$ cat src/rtl/gpo_event_scheduler_pkg.sv
`default_nettype none
// ============================================================================
// Module  : gpo_sched_pkg
// Brief   : Shared types, widths and field slices for the GPO event scheduler.
// Revision: 1.0 - initial release
// ============================================================================
package gpo_sched_pkg;

    localparam int TS_WIDTH      = 64;
    localparam int GPO_CMD_WIDTH = 128;
    localparam int TS_MSB        = 127;
    localparam int TS_LSB        = 64;

    typedef enum logic [1:0] {
        ST_IDLE  = 2'd0,
        ST_WAIT  = 2'd1,
        ST_STALL = 2'd2,
        ST_FIRE  = 2'd3
    } state_e;

    function automatic logic [TS_WIDTH-1:0] cmd_ts(input logic [GPO_CMD_WIDTH-1:0] cmd);
        return cmd[TS_MSB:TS_LSB];
    endfunction

endpackage
`default_nettype wire

$ cat src/rtl/gpo_event_scheduler_if.sv
`default_nettype none
// ============================================================================
// Module  : gpo_event_scheduler_if
// Brief   : Command-write, timeline and GPO-core signals of the scheduler.
// Revision: 1.0 - initial release
// ============================================================================
interface gpo_event_scheduler_if #(
    parameter int FIFO_DEPTH_LOG2 = 4,
    parameter int TS_WIDTH        = 64
);
    logic                                     enable;
    logic                                     flush;
    logic                                     wr_valid;
    logic [gpo_sched_pkg::GPO_CMD_WIDTH-1:0]  wr_data;
    logic                                     wr_ready;
    logic [TS_WIDTH-1:0]                      timeline;
    logic                                     busy;
    logic                                     counter_matched;
    logic [gpo_sched_pkg::GPO_CMD_WIDTH-1:0]  gpo_data;
    logic [FIFO_DEPTH_LOG2:0]                 fifo_count;
    logic                                     overflow_error;
    logic                                     late_error;
    logic                                     err_clear;

    modport master (
        output enable, flush, wr_valid, wr_data, timeline, busy, err_clear,
        input  wr_ready, counter_matched, gpo_data, fifo_count,
               overflow_error, late_error
    );

    modport slave (
        input  enable, flush, wr_valid, wr_data, timeline, busy, err_clear,
        output wr_ready, counter_matched, gpo_data, fifo_count,
               overflow_error, late_error
    );

endinterface
`default_nettype wire

$ cat src/rtl/gpo_event_scheduler_fifo.sv
`default_nettype none
// ============================================================================
// Module  : gpo_sched_fifo
// Brief   : Single-clock command FIFO with registered (non-fallthrough) read.
// Revision: 1.0 - initial release
// ============================================================================
module gpo_sched_fifo #(
    parameter int DEPTH_LOG2 = 4,
    parameter int WIDTH      = 128
) (
    input  logic                  clk_i,
    input  logic                  rst_ni,
    input  logic                  flush_i,
    input  logic                  wr_en_i,
    input  logic [WIDTH-1:0]      wr_data_i,
    input  logic                  rd_en_i,
    output logic [WIDTH-1:0]      rd_data_o,
    output logic                  full_o,
    output logic                  empty_o,
    output logic [DEPTH_LOG2:0]   count_o
);
    localparam int                  DEPTH      = 1 << DEPTH_LOG2;
    localparam logic [DEPTH_LOG2:0] FULL_COUNT = (DEPTH_LOG2 + 1)'(DEPTH);

    logic [WIDTH-1:0]      mem_q [DEPTH];
    logic [DEPTH_LOG2-1:0] wr_ptr_q;
    logic [DEPTH_LOG2-1:0] rd_ptr_q;
    logic [DEPTH_LOG2:0]   count_q;
    logic [DEPTH_LOG2:0]   count_d;
    logic [WIDTH-1:0]      rd_data_q;

    assign full_o    = (count_q == FULL_COUNT);
    assign empty_o   = (count_q == '0);
    assign count_o   = count_q;
    assign rd_data_o = rd_data_q;

    always_comb begin
        count_d = count_q;
        case ({wr_en_i, rd_en_i})
            2'b10:   count_d = count_q + 1'b1;
            2'b01:   count_d = count_q - 1'b1;
            default: count_d = count_q;
        endcase
    end

    // A push and pop on a full FIFO share one slot index; the read sees the old word.
    always_ff @(posedge clk_i) begin
        if (wr_en_i && !flush_i) begin
            mem_q[wr_ptr_q] <= wr_data_i;
        end
    end

    always_ff @(posedge clk_i or negedge rst_ni) begin
        if (!rst_ni) begin
            wr_ptr_q  <= '0;
            rd_ptr_q  <= '0;
            count_q   <= '0;
            rd_data_q <= '0;
        end else if (flush_i) begin
            wr_ptr_q <= '0;
            rd_ptr_q <= '0;
            count_q  <= '0;
        end else begin
            count_q <= count_d;
            if (wr_en_i) begin
                wr_ptr_q <= wr_ptr_q + 1'b1;
            end
            if (rd_en_i) begin
                rd_ptr_q  <= rd_ptr_q + 1'b1;
                rd_data_q <= mem_q[rd_ptr_q];
            end
        end
    end

endmodule
`default_nettype wire

$ cat src/rtl/gpo_event_scheduler.sv
`default_nettype none
// ============================================================================
// Module  : gpo_event_scheduler
// Brief   : Buffers timestamped GPO commands and pulses counter_matched into
//           the GPO core when the timeline reaches the head entry.
// Revision: 1.0 - initial release
// ============================================================================
module gpo_event_scheduler #(
    parameter int FIFO_DEPTH_LOG2 = 4,
    parameter int TS_WIDTH        = 64
) (
    input  logic                  CLK100MHZ,
    input  logic                  resetn,
    gpo_event_scheduler_if.slave  bus
);
    import gpo_sched_pkg::*;

    state_e                     state_q;
    state_e                     state_d;
    logic [GPO_CMD_WIDTH-1:0]   stage_w;
    logic [TS_WIDTH-1:0]        stage_ts_w;
    logic                       fifo_full_w;
    logic                       fifo_empty_w;
    logic [FIFO_DEPTH_LOG2:0]   fifo_count_w;
    logic                       pop_w;
    logic                       push_w;
    logic                       fire_w;
    logic                       late_set_w;
    logic                       ovf_set_w;
    logic                       avail_q;
    logic                       matched_q;
    logic [GPO_CMD_WIDTH-1:0]   gpo_data_q;
    logic                       ovf_q;
    logic                       late_q;

    // The FIFO read register doubles as the staging register.
    gpo_sched_fifo #(
        .DEPTH_LOG2 (FIFO_DEPTH_LOG2),
        .WIDTH      (GPO_CMD_WIDTH)
    ) u_fifo (
        .clk_i      (CLK100MHZ),
        .rst_ni     (resetn),
        .flush_i    (bus.flush),
        .wr_en_i    (push_w),
        .wr_data_i  (bus.wr_data),
        .rd_en_i    (pop_w),
        .rd_data_o  (stage_w),
        .full_o     (fifo_full_w),
        .empty_o    (fifo_empty_w),
        .count_o    (fifo_count_w)
    );

    assign stage_ts_w = cmd_ts(stage_w);

    // A full FIFO still takes a write when the same edge pops the head.
    assign push_w    = bus.wr_valid & ~bus.flush & (~fifo_full_w | pop_w);
    assign ovf_set_w = bus.wr_valid & ~bus.flush & fifo_full_w & ~pop_w;

    always_comb begin
        state_d    = state_q;
        pop_w      = 1'b0;
        fire_w     = 1'b0;
        late_set_w = 1'b0;
        case (state_q)
            ST_IDLE: begin
                if (avail_q && !fifo_empty_w && bus.enable) begin
                    pop_w   = 1'b1;
                    state_d = ST_WAIT;
                end
            end
            ST_WAIT: begin
                if (bus.enable && (bus.timeline >= stage_ts_w)) begin
                    if (bus.busy) begin
                        state_d = ST_STALL;
                    end else begin
                        fire_w     = 1'b1;
                        late_set_w = (bus.timeline != stage_ts_w);
                        state_d    = ST_FIRE;
                    end
                end
            end
            ST_STALL: begin
                if (!bus.busy) begin
                    fire_w     = 1'b1;
                    late_set_w = 1'b1;
                    state_d    = ST_FIRE;
                end
            end
            ST_FIRE: begin
                if (!fifo_empty_w && bus.enable) begin
                    pop_w   = 1'b1;
                    state_d = ST_WAIT;
                end else begin
                    state_d = ST_IDLE;
                end
            end
            default: state_d = ST_IDLE;
        endcase
        if (bus.flush) begin
            state_d    = ST_IDLE;
            pop_w      = 1'b0;
            fire_w     = 1'b0;
            late_set_w = 1'b0;
        end
    end

    // avail_q lets a freshly written head settle one cycle before IDLE pops it.
    always_ff @(posedge CLK100MHZ or negedge resetn) begin
        if (!resetn) begin
            state_q    <= ST_IDLE;
            avail_q    <= 1'b0;
            matched_q  <= 1'b0;
            gpo_data_q <= '0;
            ovf_q      <= 1'b0;
            late_q     <= 1'b0;
        end else begin
            state_q   <= state_d;
            avail_q   <= ~bus.flush & ~fifo_empty_w;
            matched_q <= fire_w;
            if (fire_w) begin
                gpo_data_q <= stage_w;
            end
            ovf_q  <= ovf_set_w  | (ovf_q  & ~bus.err_clear);
            late_q <= late_set_w | (late_q & ~bus.err_clear);
        end
    end

    assign bus.wr_ready        = ~fifo_full_w;
    assign bus.counter_matched = matched_q;
    assign bus.gpo_data        = gpo_data_q;
    assign bus.fifo_count      = fifo_count_w;
    assign bus.overflow_error  = ovf_q;
    assign bus.late_error      = late_q;

endmodule
`default_nettype wire

$ cat src/flat_wrapper.sv
// flat-port wrapper written by rule: the top's interface ports become plain ports
module gpo_event_scheduler_flat import gpo_sched_pkg::*;
#(
    parameter int FIFO_DEPTH_LOG2 = 4,
    parameter int TS_WIDTH        = 64
)
  (CLK100MHZ, resetn, bus_enable, bus_flush, bus_wr_valid, bus_wr_data, bus_timeline, bus_busy, bus_err_clear, bus_wr_ready, bus_counter_matched, bus_gpo_data, bus_fifo_count, bus_overflow_error, bus_late_error);
  gpo_event_scheduler_if #(.FIFO_DEPTH_LOG2(FIFO_DEPTH_LOG2), .TS_WIDTH(TS_WIDTH)) bus_i ();
  input  logic CLK100MHZ;
  input  logic resetn;
  input wire logic [$bits(bus_i.enable)-1:0] bus_enable;
  input wire logic [$bits(bus_i.flush)-1:0] bus_flush;
  input wire logic [$bits(bus_i.wr_valid)-1:0] bus_wr_valid;
  input wire logic [$bits(bus_i.wr_data)-1:0] bus_wr_data;
  input wire logic [$bits(bus_i.timeline)-1:0] bus_timeline;
  input wire logic [$bits(bus_i.busy)-1:0] bus_busy;
  input wire logic [$bits(bus_i.err_clear)-1:0] bus_err_clear;
  output wire logic [$bits(bus_i.wr_ready)-1:0] bus_wr_ready;
  output wire logic [$bits(bus_i.counter_matched)-1:0] bus_counter_matched;
  output wire logic [$bits(bus_i.gpo_data)-1:0] bus_gpo_data;
  output wire logic [$bits(bus_i.fifo_count)-1:0] bus_fifo_count;
  output wire logic [$bits(bus_i.overflow_error)-1:0] bus_overflow_error;
  output wire logic [$bits(bus_i.late_error)-1:0] bus_late_error;
  assign bus_i.enable = bus_enable;
  assign bus_i.flush = bus_flush;
  assign bus_i.wr_valid = bus_wr_valid;
  assign bus_i.wr_data = bus_wr_data;
  assign bus_i.timeline = bus_timeline;
  assign bus_i.busy = bus_busy;
  assign bus_i.err_clear = bus_err_clear;
  assign bus_wr_ready = bus_i.wr_ready;
  assign bus_counter_matched = bus_i.counter_matched;
  assign bus_gpo_data = bus_i.gpo_data;
  assign bus_fifo_count = bus_i.fifo_count;
  assign bus_overflow_error = bus_i.overflow_error;
  assign bus_late_error = bus_i.late_error;
  gpo_event_scheduler #(.FIFO_DEPTH_LOG2(FIFO_DEPTH_LOG2), .TS_WIDTH(TS_WIDTH)) u_core (.CLK100MHZ(CLK100MHZ), .resetn(resetn), .bus(bus_i));
endmodule
$ cat config.mk
export PLATFORM = sky130hd
export DESIGN_NAME = gpo_event_scheduler_flat
export DESIGN_NICKNAME = d
export VERILOG_FILES = /design/src/rtl/gpo_event_scheduler_pkg.sv /design/src/rtl/gpo_event_scheduler_if.sv /design/src/rtl/gpo_event_scheduler_fifo.sv /design/src/rtl/gpo_event_scheduler.sv /design/src/flat_wrapper.sv
export SDC_FILE = /design/constraint.sdc
export NUM_CORES = 2
export LEC_CHECK = 0
export ABC_CLOCK_PERIOD_IN_PS = 12370
export BUFFER_PORTS_ARGS = -buffer_cell sky130_fd_sc_hd__buf_2
export CORE_ASPECT_RATIO = 0.8
export CORE_MARGIN = 1
export CORE_UTILIZATION = 28
export CTS_BUF_LIST = sky130_fd_sc_hd__clkbuf_8 sky130_fd_sc_hd__clkbuf_16
export DETAILED_ROUTE_END_ITERATION = 16
export SYNTH_ARGS = -nofsm -noshare
export SYNTH_HDL_FRONTEND = slang
export SYNTH_HIERARCHICAL = 1
export SYNTH_SLANG_ARGS = --single-unit
$ cat constraint.sdc
create_clock -name CLK100MHZ -period 12.37 [get_ports CLK100MHZ]
set_clock_uncertainty 0.05 [all_clocks]
set_input_delay 1.237 -clock CLK100MHZ [delete_from_list [all_inputs] [get_ports CLK100MHZ]]
set_output_delay 1.237 -clock CLK100MHZ [all_outputs]
set_load 0.03 [all_outputs]
== Yosys cells after proc, flatten, opt, wreduce, memory -nomap -nowiden ==
Memory sizes are Yosys's and may differ from the RTL's. A register that Yosys moved wholly into a read port is not among the register bits.
Cells that the tools add are included.

* Register bits: 147
* RAM bits: 2048
* Input port bits: 199
* Output and inout port bits: 137
* Logic and storage cells: 82
* Memories: 1

* Add/subtract/negate cells: 4
* $lt $le $gt $ge: 1
* Eq/ne operators: 10
* Multiplexer cells: 27
* Bitwise operators: 15
* Reductions and logical operators: 15

{| class="wikitable"
|+ Memory list
! memory !! depth !! width !! rd ports !! clocked after memory_dff !! write ports !! line !! text
|-
| u_core.u_fifo.mem_q || 16 || 128 || 1 || 1 || 1 || gpo_event_scheduler_fifo.sv:25 || <nowiki>logic [WIDTH-1:0] mem_q [DEPTH];</nowiki>
|}

{| class="wikitable"
|+ Operators with widths
! operator !! count
|-
| >= comparator 64 bit || 1
|-
| != test 64 bit || 1
|-
| two-way mux 4 bit || 4
|-
| two-way mux 1 bit || 13
|-
| case mux 5 bit (2 select lines) || 1
|-
| adder 4 x 1 -> 4 bit (second input constant) || 2
|-
| two-way mux 2 bit || 4
|-
| case mux 2 bit (4 select lines) || 1
|-
| AND 1 bit || 7
|-
| equality test 2 bit (second input constant) || 3
|-
| != test 3 x 2 -> 1 bit (second input constant) || 2
|-
| case mux 1 bit (2 select lines) || 3
|-
| adder 5 x 1 -> 5 bit (second input constant) || 1
|-
| equality test 5 bit (second input constant) || 1
|-
| logical AND 1 bit || 5
|-
| zero test 5 bit || 1
|-
| two-way mux 5 bit || 1
|-
| inverter 1 bit || 5
|-
| subtractor 5 x 1 -> 5 bit (second input constant) || 1
|-
| equality test 2 x 1 -> 1 bit (second input constant) || 2
|-
| nonzero test 2 bit || 2
|-
| zero test 1 bit || 3
|-
| != test 3 bit (second input constant) || 1
|-
| OR 1 bit || 3
|-
| 4 further kinds || 4
|}

== Longest topological paths before layout ==
* Depth after elaboration: 12
* Depth in mapped cells: 14
* Gate-level depth less buffers: 13

== Modules after synthesis ==
The synthesis kept the hierarchy.

{| class="wikitable"
|+ Modules (own cells, without submodules)
! module !! instances !! cells an instance !! area an instance (µm²) !! seq. area each (µm²)
|-
| gpo_sched_fifo || 1 || 4724 || 83946.8 || 65027.4
|-
| gpo_event_scheduler || 1 || 546 || 6852.8 || 3353.2
|}

== Worst setup path after synthesis ==
No wires, ideal clock.

* Path kind: input to register
* Start: in bus_enable
* End: mem u_core.u_fifo.mem_q[0][0] (enable)
* Setup time: 0.502 ns
* Data arrival time: 5.803 ns
* Data required time: 11.818 ns
* Slack: 6.015 ns
* Stages: 8
* Buffers on the path: 1
* Path through: inv_1 -> nor2_1 -> or4b_2 -> a21oi_1 -> buf_2 -> nor2b_1 -> nor3b_1 -> and2_1

* Longest elaborated chain between the ends: 9
* Elaborated cells on any way between the ends: 11
* Classes of those cells: 6 x mux; 2 x bitwise; 3 x reduce/logical

{| class="wikitable"
|+ RTL lines
! item !! line !! text
|-
| from (decl) || flat_wrapper.sv:11 || <nowiki>input wire logic [$bits(bus_i.enable)-1:0] bus_enable;</nowiki>
|-
| logical AND 1 bit (on tied branches) || gpo_event_scheduler.sv:90, gpo_event_scheduler.sv:66 ||
|-
| two-way mux 1 bit (on tied branches) || gpo_event_scheduler.sv:90, gpo_event_scheduler.sv:66 ||
|-
| case mux 1 bit (2 select lines) * || gpo_event_scheduler.sv:64 || <nowiki>case (state_q)</nowiki>
|-
| two-way mux 1 bit * || gpo_event_scheduler.sv:99 || <nowiki>if (bus.flush) begin</nowiki>
|-
| OR 1 bit * || gpo_event_scheduler.sv:56 || <nowiki>assign push_w = bus.wr_valid & ~bus.flush & (~fifo_full_w | pop_w);</nowiki>
|-
| AND 1 bit * || gpo_event_scheduler.sv:56 ||
|-
| via u_core.push_w || gpo_event_scheduler.sv:26 || <nowiki>logic push_w;</nowiki>
|-
| logical AND 1 bit * || gpo_event_scheduler_fifo.sv:48 || <nowiki>if (wr_en_i && !flush_i) begin</nowiki>
|-
| two-way mux 1 bit * || gpo_event_scheduler_fifo.sv:48 ||
|-
| two-way mux 1 bit (implied by the code) * || gpo_event_scheduler_fifo.sv:49 || <nowiki>mem_q[wr_ptr_q] <= wr_data_i;</nowiki>
|-
| to (decl) || gpo_event_scheduler_fifo.sv:25 ||
|}

The timed path passes the listed nets; every way through them passes the cells marked *.

== Worst setup path after layout ==
* Start: reg u_core.u_fifo.rd_data_q[92], in the netlist u_core/u_fifo/rd_data_o[92], read port of u_core.u_fifo.mem_q
* End: reg u_core.gpo_data_q[21], in the netlist u_core/bus.gpo_data[21]

* Longest elaborated chain between the ends: 5

{| class="wikitable"
|+ RTL lines
! item !! line !! text
|-
| from (decl) || gpo_event_scheduler_fifo.sv:30 || <nowiki>logic [WIDTH-1:0] rd_data_q;</nowiki>
|-
| >= comparator 64 bit || gpo_event_scheduler.sv:72 || <nowiki>if (bus.enable && (bus.timeline >= stage_ts_w)) begin</nowiki>
|-
| logical AND 1 bit || gpo_event_scheduler.sv:72 ||
|-
| two-way mux 1 bit || gpo_event_scheduler.sv:72 ||
|-
| case mux 1 bit (2 select lines) || gpo_event_scheduler.sv:64 ||
|-
| two-way mux 1 bit || gpo_event_scheduler.sv:99 ||
|-
| to (signal assigned) || gpo_event_scheduler.sv:121 || <nowiki>gpo_data_q <= stage_w;</nowiki>
|-
| to (decl) || gpo_event_scheduler.sv:32 || <nowiki>logic [GPO_CMD_WIDTH-1:0] gpo_data_q;</nowiki>
|}

No other way between the ends.
A chain may end at the register's enable or synchronous reset.

==> results.tsv <==
stage	metric	value	unit
final_layout	Reg area	0.0684	sq mm
cts	clock root cell	clkbuf_16	
power	Net Sw Frac	0.237	
detailed_routing	first-iteration detailed-routing DRC count	3921	
final_layout	fillers	30900	
floorplan	Core Area	0.322	sq mm
floorplan	total die area	0.327	sq mm
synth	ys async rst share	0.118	
synth	Post-synth EDFFs	2048	
cts	CTS tree	yes	
synth	mux contribution to synthesized area	0.130	
synth	synth unique cells	62	
cts	# clock sinks	2323	
power	Leak	33.6	nW
timing	Setup TNS	0	ps
synth	Post-Synth XOR/XNOR Area	0.000868	
placement	HPWL after detailed placement	143000	um
setup_path	Critical Path Most Common Cell	buf_4	
final_layout	P&R area growth vs syn	15.2	%
synth	Avg Inst Size Synth	17.2	sq um
synth	Post-Synth Simple-Gate Area	0.0483	
global_routing	antenna violations before repair	88	
setup_path	path depth of the worst reg2reg path	12	
synth	Synth area leader	edfxtp_1	
final_layout	most common cell after layout, fill and taps aside	edfxtp_1	
floorplan	row cnt	186	
floorplan	Die W	639	um
synth	Synth Instances	5270	
cts	number of CTS-inserted buffers	234	
detailed_routing	drt pass-1 iters	5	
cts	CTS max path bufs	4	
synth	register area share after synthesis	0.753	
floorplan	IO Pins	336	
cts	postcts setup bufs	0	
power	Cell Int Power	13.2	mW
cts	clk_lat worst skew	940	ps
setup_path	Critical Path Max Stage Delay	1010	ps
setup_path	Worst EP required	13030	ps
power	Switch Pwr	4.09	mW
power	Pwr Density	165	mW/mm^2
run	maxcap violations	0	
synth	Yosys warnings	6	
power	VDD IR-drop max	127	uV
detailed_routing	post-route antenna net violation count	0	
global_routing	global-route wire length before repair	365000	um
placement	IO Port Bufs	335	
timing	fin. max-slew vios	0	
synth	largest family of logic cells by synthesized area	multiplexers	
power	sequential fraction of design power	0.526	
detailed_routing	DRC violations left	0	
final_layout	final core occ	0.325	
detailed_routing	wire length per cell	25.6	um
floorplan	initial core utilization	0.282	
synth	largest cells by area after synthesis	edfxtp_1 68%, mux2i_1 11%, dfrtp_1 7.6%	
timing	relative slew slack	0.175	
synth	synthesized net count	5545	
final_layout	most frequent cells in the layout	2,048 x edfxtp_1, 979 x mux2i_1, 334 x buf_2	
setup_path	Worst Path Arrival	6210	ps
global_routing	grt ovf	0	
run_status	outcome	finished, final reports clean	
final_layout	Layout Cell Area excl Fill	0.105	sq mm
timing	FMAX	180	MHz
detailed_routing	routed vias/inst	4.82	
timing	unrepaired setup endpoints after global routing	no	
synth	synthesized-area fraction occupied by adder cells	0.0105	
power	clock network power share	0.410	
cts	CTS resizes	0	
placement	GP Congestion	0.781	
synth	Yosys reg bits	2323	
synth	complex-gate fraction of the synthesized area	0.0316	
detailed_routing	DRT Wirelength	260000	um
setup_path	Max stage delay cell, worst path	dfrtp_1	
floorplan	Die H	511	um
cts	clock-pin slew on the worst setup and hold paths	60	ps
setup_path	crit-path cells	inv_1 > ha_1 > nand4_1 > nor2_1 > a211oi_1 > nand2_1 > o211ai_1 > o211a_1 > o21ai_4 > buf_4 > buf_4 > mux2_2	
final_layout	nets	5918	
timing	Finish-stage setup viols	0	
final_layout	share of cells above drive strength 1	0.150	
global_routing	vias in the first global route	48500	
setup_path	Setup crit end kind	flop	
final_layout	Multi-input gate area	0.0202	sq mm
setup_path	CP Max Fanout	53	
synth	Synth top area share	0.677	
detailed_routing	vias	49000	
timing	Slew @ Worst Pin	1230	ps
cts	H-tree depth	4	
timing	fin crit share	0.448	
global_routing	largest net degree at the start of global routing	135	
timing	final worst path period need	5550	ps
placement	DP Area	0.0968	sq mm
setup_path	CP startpoint kind	flop	
power	Logic pwr share	0.064	
worst_hold_path	Worst Hold Class	in2async	
synth	Most used DFF post-synth	edfxtp_1	
synth	Mapped Area	0.0908	sq mm
global_routing	global-route usage over all layers	0.155	
cts	Hold-fix buffers, CTS	0	
timing	Final Hold Fails	0	
setup_path	Worst Setup Path Type	reg2reg	
-- Yosys cell counts, types with 2 or more instances --
| cell type | instances |
|---|---|
| a2111oi_0 | 3 |
| a211oi_1 | 3 |
| a21o_1 | 3 |
| a21oi_1 | 28 |
| a221oi_1 | 3 |
| a22o_1 | 2 |
| a22oi_1 | 54 |
| and2_1 | 20 |
| and4_1 | 2 |
| buf_1 | 2 |
| buf_2 | 62 |
| buf_4 | 30 |
| buf_6 | 70 |
| buf_8 | 22 |
| clkbuf_1 | 108 |
| dfrtp_1 | 275 |
| edfxtp_1 | 2048 |
| ha_1 | 76 |
| inv_1 | 76 |
| mux2_1 | 100 |
| mux2_2 | 28 |
| mux2i_1 | 979 |
| mux4_2 | 24 |
| nand2_1 | 169 |
| nand2b_1 | 8 |
| nand3_1 | 33 |
| nand4_1 | 68 |
| nor2_1 | 311 |
| nor2b_1 | 7 |
| nor3_1 | 94 |
| nor3b_1 | 2 |
| nor4_1 | 179 |
| o211a_1 | 2 |
| o21ai_0 | 11 |
| o21ai_1 | 24 |
| o22ai_1 | 291 |
| o31ai_1 | 14 |
| or2_2 | 3 |
| or3_1 | 4 |
| or4_1 | 3 |
| xnor2_1 | 5 |
| xor2_1 | 4 |
-- final cells by class --
type	instances	area share
flip-flops and latches	2323	0.654
diodes	12	0.000287
clock buffers	266	0.0603
inverters	77	0.00276
repair buffers	431	0.0243
well taps	4324	0.0517
clock inverters	169	0.0139
multi-input cells	2576	0.193
-- per-stage QoR --
| stage | setup WS, ps | hold WS, ps | cells | power, mW |
|---|---|---|---|---|
| 2_1_floorplan | 6010 | 393 | 5270 | 9.67 |
| 5_1_grt | 6530 | 238 | 10200 | 17.9 |
| 4_1_cts | 6510 | 203 | 10200 | 17.5 |
| 3_5_place_dp | 6140 | 420 | 9731 | 10.4 |
| 6_report | 6820 | 242 | 10200 | 17.3 |
| 3_3_place_gp | 6160 | 413 | 9730 | 10.4 |
-- registers in the layout, indices dropped and copies added, names as in the netlist --
| name | count |
|---|---|
| u_core/u_fifo/mem_q | 2048 |
| u_core/bus.gpo_data | 128 |
| u_core/avail_q | 1 |
| u_core/state_q | 2 |
| u_core/u_fifo/rd_data_o | 128 |
| u_core/u_fifo/rd_ptr_q | 4 |
| u_core/u_fifo/count_o | 5 |
| u_core/bus.late_error | 1 |
| u_core/u_fifo/wr_ptr_q | 4 |
| u_core/bus.counter_matched | 1 |
| u_core/bus.overflow_error | 1 |
-- power groups by stage --
stage / Combinational, mW / Clock, mW / Sequential, mW
4_1_cts: 1.14 / 7.24 / 9.13
5_1_grt: 1.22 / 7.55 / 9.13
3_3_place_gp: 1.10 / 0 / 9.28
6_report: 1.11 / 7.09 / 9.11
3_5_place_dp: 1.13 / 0 / 9.29
2_1_floorplan: 0.550 / 0 / 9.12
-- layer usage --
metal | wire length (um) | global-route usage
met5 | 184 | 0
met1 | 110000 | 0.204
met4 | 9520 | 0.0549
met2 | 124000 | 0.255
met3 | 16000 | 0.0278
-- final timing paths --
path	from	endpoint	slack (ps)
worst max-delay path	u_core/u_fifo/rd_data_o[92]$_DFFE_PN0P_	u_core/bus.gpo_data[21]$_DFFE_PN0P_	6820
worst min-delay path	resetn	u_core/u_fifo/rd_data_o[74]$_DFFE_PN0P_	240
max in group asynchronous	resetn	u_core/bus.gpo_data[34]$_DFFE_PN0P_	10080
worst max register to register	u_core/u_fifo/rd_data_o[92]$_DFFE_PN0P_	u_core/bus.gpo_data[21]$_DFFE_PN0P_	6820
worst min register to register	u_core/bus.gpo_data[80]$_DFFE_PN0P_	u_core/bus.gpo_data[80]$_DFFE_PN0P_	430
min in group CLK100MHZ	u_core/bus.gpo_data[80]$_DFFE_PN0P_	u_core/bus.gpo_data[80]$_DFFE_PN0P_	430
-- kinds of logic (layout without fill, tap and decap cells) --
| family | count (synthesis) | count (layout) |
|---|---|---|
| other | 0 | 12 |
| xor gates and xnor gates | 9 | 9 |
| DFF | 2323 | 2323 |
| and+or+nand+nor | 912 | 912 |
| muxes | 1131 | 1131 |
| adders and majority gates | 76 | 76 |
| AOI/OAI and AO/OA | 448 | 448 |
| buffers and inverters | 371 | 943 |
-- worst max-delay path, delay by kind of cell, from the launching register on --
family          cells  cell delay, ps
buf+inv             3            1530
flops               1            1010
simple gates        3             920
compound gates      4             790
mux                 1             420
fa+ha+maj           1             320
Power figures use the tool's default switching activity.
